File: src/rtl/instr_sequencer.sv
// MiniRISC multi-cycle control sequencer.
// FETCH/DECODE/EXEC/MEM/WB with memory timeout trap.
module instr_sequencer #(
  parameter int TIMEOUT_CYC = 16
) (
  input  logic       clk,
  input  logic       rst_n,
  input  logic [3:0] opcode,
  input  logic [2:0] branch_ctl,
  input  logic       mem_ack,
  output logic       mem_req,
  output logic       mem_we,
  output logic       ir_we,
  output logic       pc_we,
  output logic [1:0] pc_sel,
  output logic       reg_we,
  output logic       wb_sel,
  output logic       link_we,
  output logic       flag_we,
  output logic       halted,
  output logic       fault
);

  localparam int CW = (TIMEOUT_CYC > 2) ?
    $clog2(TIMEOUT_CYC) : 1;
  localparam logic [CW-1:0] LAST =
    CW'(TIMEOUT_CYC - 1);

  typedef enum logic [2:0] {
    FETCH,
    DECODE,
    EXEC,
    MEM,
    WB,
    HALT,
    FAULT
  } state_t;

  state_t        state;
  logic [CW-1:0] cnt;
  logic [3:0]    op_q;

  logic alu_c;
  logic lw_c;
  logic sw_c;
  logic br_c;
  logic nop_c;
  logic bl_c;

  // Classify the opcode held since DECODE.
  always_comb begin
    alu_c = (op_q[3:2] == 2'b00);
    lw_c  = (op_q == 4'b0100);
    sw_c  = (op_q == 4'b0101);
    nop_c = (op_q == 4'b1110);
    bl_c  = (op_q == 4'b1011);
    br_c  = (op_q >= 4'b0110) &&
            (op_q <= 4'b1101);
  end

  // State, wait counter and opcode register.
  always_ff @(posedge clk or negedge rst_n) begin
    if (!rst_n) begin
      state <= FETCH;
      cnt   <= '0;
      op_q  <= '0;
    end else begin
      unique case (state)
        FETCH: begin
          if (mem_ack) begin
            cnt   <= '0;
            state <= DECODE;
          end else if (cnt == LAST) begin
            state <= FAULT;
          end else begin
            cnt <= cnt + 1'b1;
          end
        end
        DECODE: begin
          op_q  <= opcode;
          state <= (opcode == 4'b1111) ?
                   HALT : EXEC;
        end
        EXEC: begin
          if (alu_c)
            state <= WB;
          else if (lw_c || sw_c)
            state <= MEM;
          else
            state <= FETCH;
        end
        MEM: begin
          if (mem_ack) begin
            cnt   <= '0;
            state <= lw_c ? WB : FETCH;
          end else if (cnt == LAST) begin
            state <= FAULT;
          end else begin
            cnt <= cnt + 1'b1;
          end
        end
        WB:      state <= FETCH;
        HALT:    state <= HALT;
        FAULT:   state <= FAULT;
        default: state <= FAULT;
      endcase
    end
  end

  // Datapath strobes from state; forced low in reset.
  always_comb begin
    mem_req = 1'b0;
    mem_we  = 1'b0;
    ir_we   = 1'b0;
    pc_we   = 1'b0;
    pc_sel  = 2'b00;
    reg_we  = 1'b0;
    wb_sel  = 1'b0;
    link_we = 1'b0;
    flag_we = 1'b0;
    halted  = 1'b0;
    fault   = 1'b0;
    if (rst_n) begin
      unique case (state)
        FETCH: begin
          mem_req = 1'b1;
          ir_we   = mem_ack;
        end
        DECODE: ;
        EXEC: begin
          unique case (1'b1)
            alu_c: flag_we = 1'b1;
            nop_c: pc_we   = 1'b1;
            br_c: begin
              pc_we   = 1'b1;
              link_we = bl_c;
              unique case (1'b1)
                !branch_ctl[2]:
                  pc_sel = 2'b00;
                branch_ctl[2] &&
                branch_ctl[1]:
                  pc_sel = 2'b11;
                branch_ctl[2] &&
                !branch_ctl[1] &&
                branch_ctl[0]:
                  pc_sel = 2'b10;
                default:
                  pc_sel = 2'b01;
              endcase
            end
            default: ;
          endcase
        end
        MEM: begin
          mem_req = 1'b1;
          mem_we  = sw_c;
          pc_we   = sw_c && mem_ack;
        end
        WB: begin
          reg_we = 1'b1;
          wb_sel = lw_c;
          pc_we  = 1'b1;
        end
        HALT: halted = 1'b1;
        FAULT: begin
          halted = 1'b1;
          fault  = 1'b1;
        end
        default: ;
      endcase
    end
  end

endmodule

File: config.mk
export PLATFORM = sky130hd
export DESIGN_NAME = instr_sequencer
export DESIGN_NICKNAME = d
export VERILOG_FILES = /design/src/rtl/instr_sequencer.sv
export SDC_FILE = /design/constraint.sdc
export NUM_CORES = 1
export LEC_CHECK = 0
export ABC_AREA = 1
export BUFFER_PORTS_ARGS = -buffer_cell sky130_fd_sc_hd__buf_2
export CAP_MARGIN = 20
export CORE_MARGIN = 1.5
export CORE_UTILIZATION = 25
export CTS_CLUSTER_DIAMETER = 30
export DETAILED_ROUTE_END_ITERATION = 8
export PLACE_DENSITY = 0.47
export SYNTH_ARGS = -nofsm -noshare
export SYNTH_HDL_FRONTEND = slang
export SYNTH_SLANG_ARGS = --single-unit
File: constraint.sdc
create_clock -name clk -period 3.2 [get_ports clk]
set_clock_uncertainty 0.05 [all_clocks]
set_input_delay 0.8 -clock clk [delete_from_list [all_inputs] [get_ports clk]]
set_output_delay 0.8 -clock clk [all_outputs]
set_load 0.005 [all_outputs]
-- After elaboration in Yosys (flattened, before gate mapping)
Cells that the tools add are included.
- flip-flop bits (word level): 11
- word-level logic and storage cells: 70
- add/subtract/negate cells: 1
- magnitude comparators: 2
- equality and inequality tests: 13
- muxes and demuxes: 37
- reductions and logical operators: 14
- operators with widths (cell ; count):
    1-bit 2-to-1 mux ; 22
    3-bit 2-to-1 mux ; 6
    3-bit one-hot mux with 6 select lines ; 1
    4-bit equality test (second input constant) ; 4
    3-bit equality test (second input constant) ; 3
    4-bit by 3-bit equality test with 1-bit output (second input constant) ; 2
    2-bit 2-to-1 mux ; 4
    4-bit 2-to-1 mux ; 2
    3-bit by 2-bit equality test with 1-bit output (second input constant) ; 2
    2-bit one-hot mux with 3 select lines ; 1
    2-bit OR reduction ; 3
    1-bit logical AND ; 5
    4-bit by 1-bit adder with 4-bit output (second input constant) ; 1
    4-bit by 3-bit greater-or-equal comparator with 1-bit output (second input constant) ; 1
    4-bit less-or-equal comparator (second input constant) ; 1
    3-bit by 1-bit equality test with 1-bit output (second input constant) ; 1
    3-bit zero test ; 1
    1-bit one-hot mux with 3 select lines ; 1
    1-bit zero test ; 2
    2-bit zero test ; 1
    2-bit inequality test (second input constant) ; 1
    2-bit AND reduction ; 1
    1-bit logical OR ; 1

-- Depth between registers and ports, before layout
- depth in word-level cells: 7
- gate-level depth with buffers: 7

-- Least setup slack after synthesis
Ideal clock, no wire load.
- path kind: input port to output port
- start: in rst_n
- end: out pc_we
- arrival time: 1.214 ns
- required time: 2.350 ns
- slack: 1.136 ns
- stages on the path: 4
- buffers on the path: 0
- cells stage by stage: nand2_1 > nor3_2 > nand2_1 > nand2_1
- word-level cells in the longest chain between the ends: 1
- ends and longest elaborated chain (element ; RTL line ; source):
    start, declared ; 7 ; input logic rst_n,
    1-bit 2-to-1 mux ; 123 ; if (rst_n) begin
    end, declared ; 14 ; output logic pc_we,
No other way between the ends.

-- Worst setup path in the final report
Same ends and word-level chain as after synthesis.

==> impl_metrics.py <==
metrics = {
    "cts": {
        "clk_pin_slew_ns": 0.07,
        "clk_latency_ns": 0.27,
        "clock_path_buffers": 2,
        "root_buffer": "clkbuf_4",
        "hold_buffers": 0,
        "post_cts_buffers": 0,
        "ctsResizeCount": 0,
        "cts_tree": "built",
        "cts_buffers": 3,
        "cts_num_sinks": 11,
        "htree_num_levels": 1,
    },
    "yosys": {
        "synth_cell_types": 22,
        "yosysSeqAreaShare": 0.349,
        "async_flop_share": 1.00,
        "ys_top_cells_by_count": "nand2_1, nor2_1, dfrtp_1, nand3_1, inv_1",
        "synth.avg_cell_area_um2": 6.58,
        "yosys.area.top_type": "dfrtp_1",
        "mappedNetlistNets": 131,
        "synth_top_area_share": 0.349,
        "yosysWarnings": 0,
        "synth_edf_count": 0,
        "ys_dominant_reg_cell": "dfrtp_1",
        "synth_area_um2": 790,
        "yosys_register_bits": 11,
        "yosysMostFrequentCell": "nand2_1",
        "syn-instance-count": 120,
        "netlist_top_cells_area": "dfrtp_1, nand2_1, nor2_1",
    },
    "die": {
        "die_y_um": 59.2,
        "die_area_mm2": 0.00350,
        "rows": 20,
        "coreArea_mm2": 0.00303,
        "num_io_pins": 22,
        "die_w_um": 59.2,
        "initial_core_util": 0.261,
    },
    "drt": {
        "drt_iter0_drc": 22,
        "drc": 0,
        "firstDrtPassIters": 4,
        "viasPerCell": 4.58,
        "antenna_left": 0,
        "wl_per_cell_um": 10.7,
        "vias": 871,
        "totalWireLength_um": 2030,
    },
    "setup_path": {
        "crit_arrival_ns": 1.61,
        "critPathMaxFanout": 11,
        "r2r_cells": 7,
        "startpoint": "rst_n",
        "cpMaxStageDelayCell": "buf_2",
        "reg2reg_from": "cnt[0]",
        "critical_path.max_stage_delay_ns": 0.23,
        "crit_required_ns": 2.35,
        "crit_chain": "buf_2 > nand2_1 > nor3_2 > nand2_1 > nand2_1 > buf_2",
        "worst_setup_path_end_kind": "output port",
        "path_class": "in -> out",
        "start_kind": "input port",
        "rrSetupSlack_ns": 1.95,
        "worst_path_most_repeated_cell": "nand2_1",
    },
    "pwr": {
        "power_density_mw_per_mm2": 258,
        "power.leakage_nw": 0.489,
        "peakVddDrop_v": 0.000167,
    },
    "placed_design": {
        "dp.cells": 186,
        "io_buffer_count": 21,
        "hpwl_um": 1660,
        "pre_cts_ws_ns": 0.704,
        "routabilityCongestion": 0.751,
    },
    "timing": {
        "fin_crit_sh": 0.769,
        "setup_tns_ns": 0,
        "maxSlewHeadroom": 0.797,
        "rsz0062_at_grt": "false",
        "fin_crit_ns": 2.46,
        "worst_pin_slew_ns": 0.304,
        "setup_ws_ns": 0.741,
        "drv_slew": 0,
        "hold_viol": 0,
        "finalHoldWorstSlack_ns": 0.331,
        "setup_viol": 0,
        "max_freq_mhz": 407,
    },
    "layout": {
        "final_nets": 158,
        "finalNonFillerCells": 190,
        "fill_cells": 341,
        "drive_above_1_share": 0.233,
        "area_growth_pct": 24.6,
        "num_antenna_cells": 0,
    },
    "grt": {
        "grt_max_degree": 12,
        "grt_pass1_wl_um": 3460,
        "grt_overflow": 0,
        "antenna_found_initial": 0,
        "grt_pass1_vias": 820,
        "grt_usage": 0.131,
    },
    "run": {
        "drv_cap": 0,
    },
    "run_status": {
        "outcome": "finished, final reports clean",
    },
    "hold_path": {
        "hp-class": "in -> async",
    },
}
-- where the power goes --
group	internal (W)	switching (W)
combinational	0.00000693	0.0000122
sequential	0.000139	0
clock	0.0000482	0.0000475
total	0.000194	0.0000597
-- final timing paths --
| path | endpoint |
|---|---|
| worst min-delay path | state[0] |
| worst min register to register | cnt[1] |
| worst max-delay path | pc_we |
| min in group clk | cnt[1] |
| max in group asynchronous | op_q[0] |
| worst max register to register | state[2] |
-- kinds of logic (layout without fill, tap and decap cells) --
family                     count (synthesis)  in the layout  synth area share
adders and majority gates                  1              1            0.0158
buffers and inverters                     12             38            0.0570
DFF                                       11             11             0.349
AOI/OAI and AO/OA                         14             14            0.0951
and+or+nand+nor                           82             82             0.483
-- state kept, by name (all words and copies together), names as in the netlist --
signal	flops
state	3
op_q	4
cnt	4
-- stage by stage --
stage,util,total power [W],instance area [µm²]
6_report,0.325,0.000254,983
5_1_grt,0.325,0.000267,983
4_1_cts,0.325,0.000259,983
3_5_place_dp,0.316,0.000161,957
3_3_place_gp,0.316,0.000161,957
2_1_floorplan,-,0.000147,790
-- layout by cell type, fill, tap and decap left out, types with 2 or more instances in the layout --
cell type and instances:
nand2_1 34, nor2_1 21, buf_2 21, nand3_1 11, dfrtp_1 11, inv_1 9
o21ai_1 7, nand4_1 5, a21oi_1 3, nor3_1 3, clkbuf_4 3, inv_2 2
nand2_2 2, o21ai_0 2
-- metal layers --
metal  track usage  vias up  wire length, µm
met5             0        -                0
met4        0.0682        0               23
met3        0.0218        2               88
met2         0.218       20              961
met1         0.161      405              960
li1              -      444                -
-- cell type report --
class | count | area, µm² | area share
flip-flops and latches | 11 | 275 | 0.280
repair buffers | 22 | 113 | 0.115
well taps | 44 | 55.1 | 0.0560
inverters | 12 | 45.0 | 0.0458
clock buffers | 4 | 26.3 | 0.0267
multi-input cells | 97 | 469 | 0.477
-- worst max-delay path: cells and delay by family --
kind                   cells  cell delay (ns)
buffers and inverters      2             0.33
and+or+nand+nor            4             0.48
Note: power is estimated with default switching activity, not from simulation.
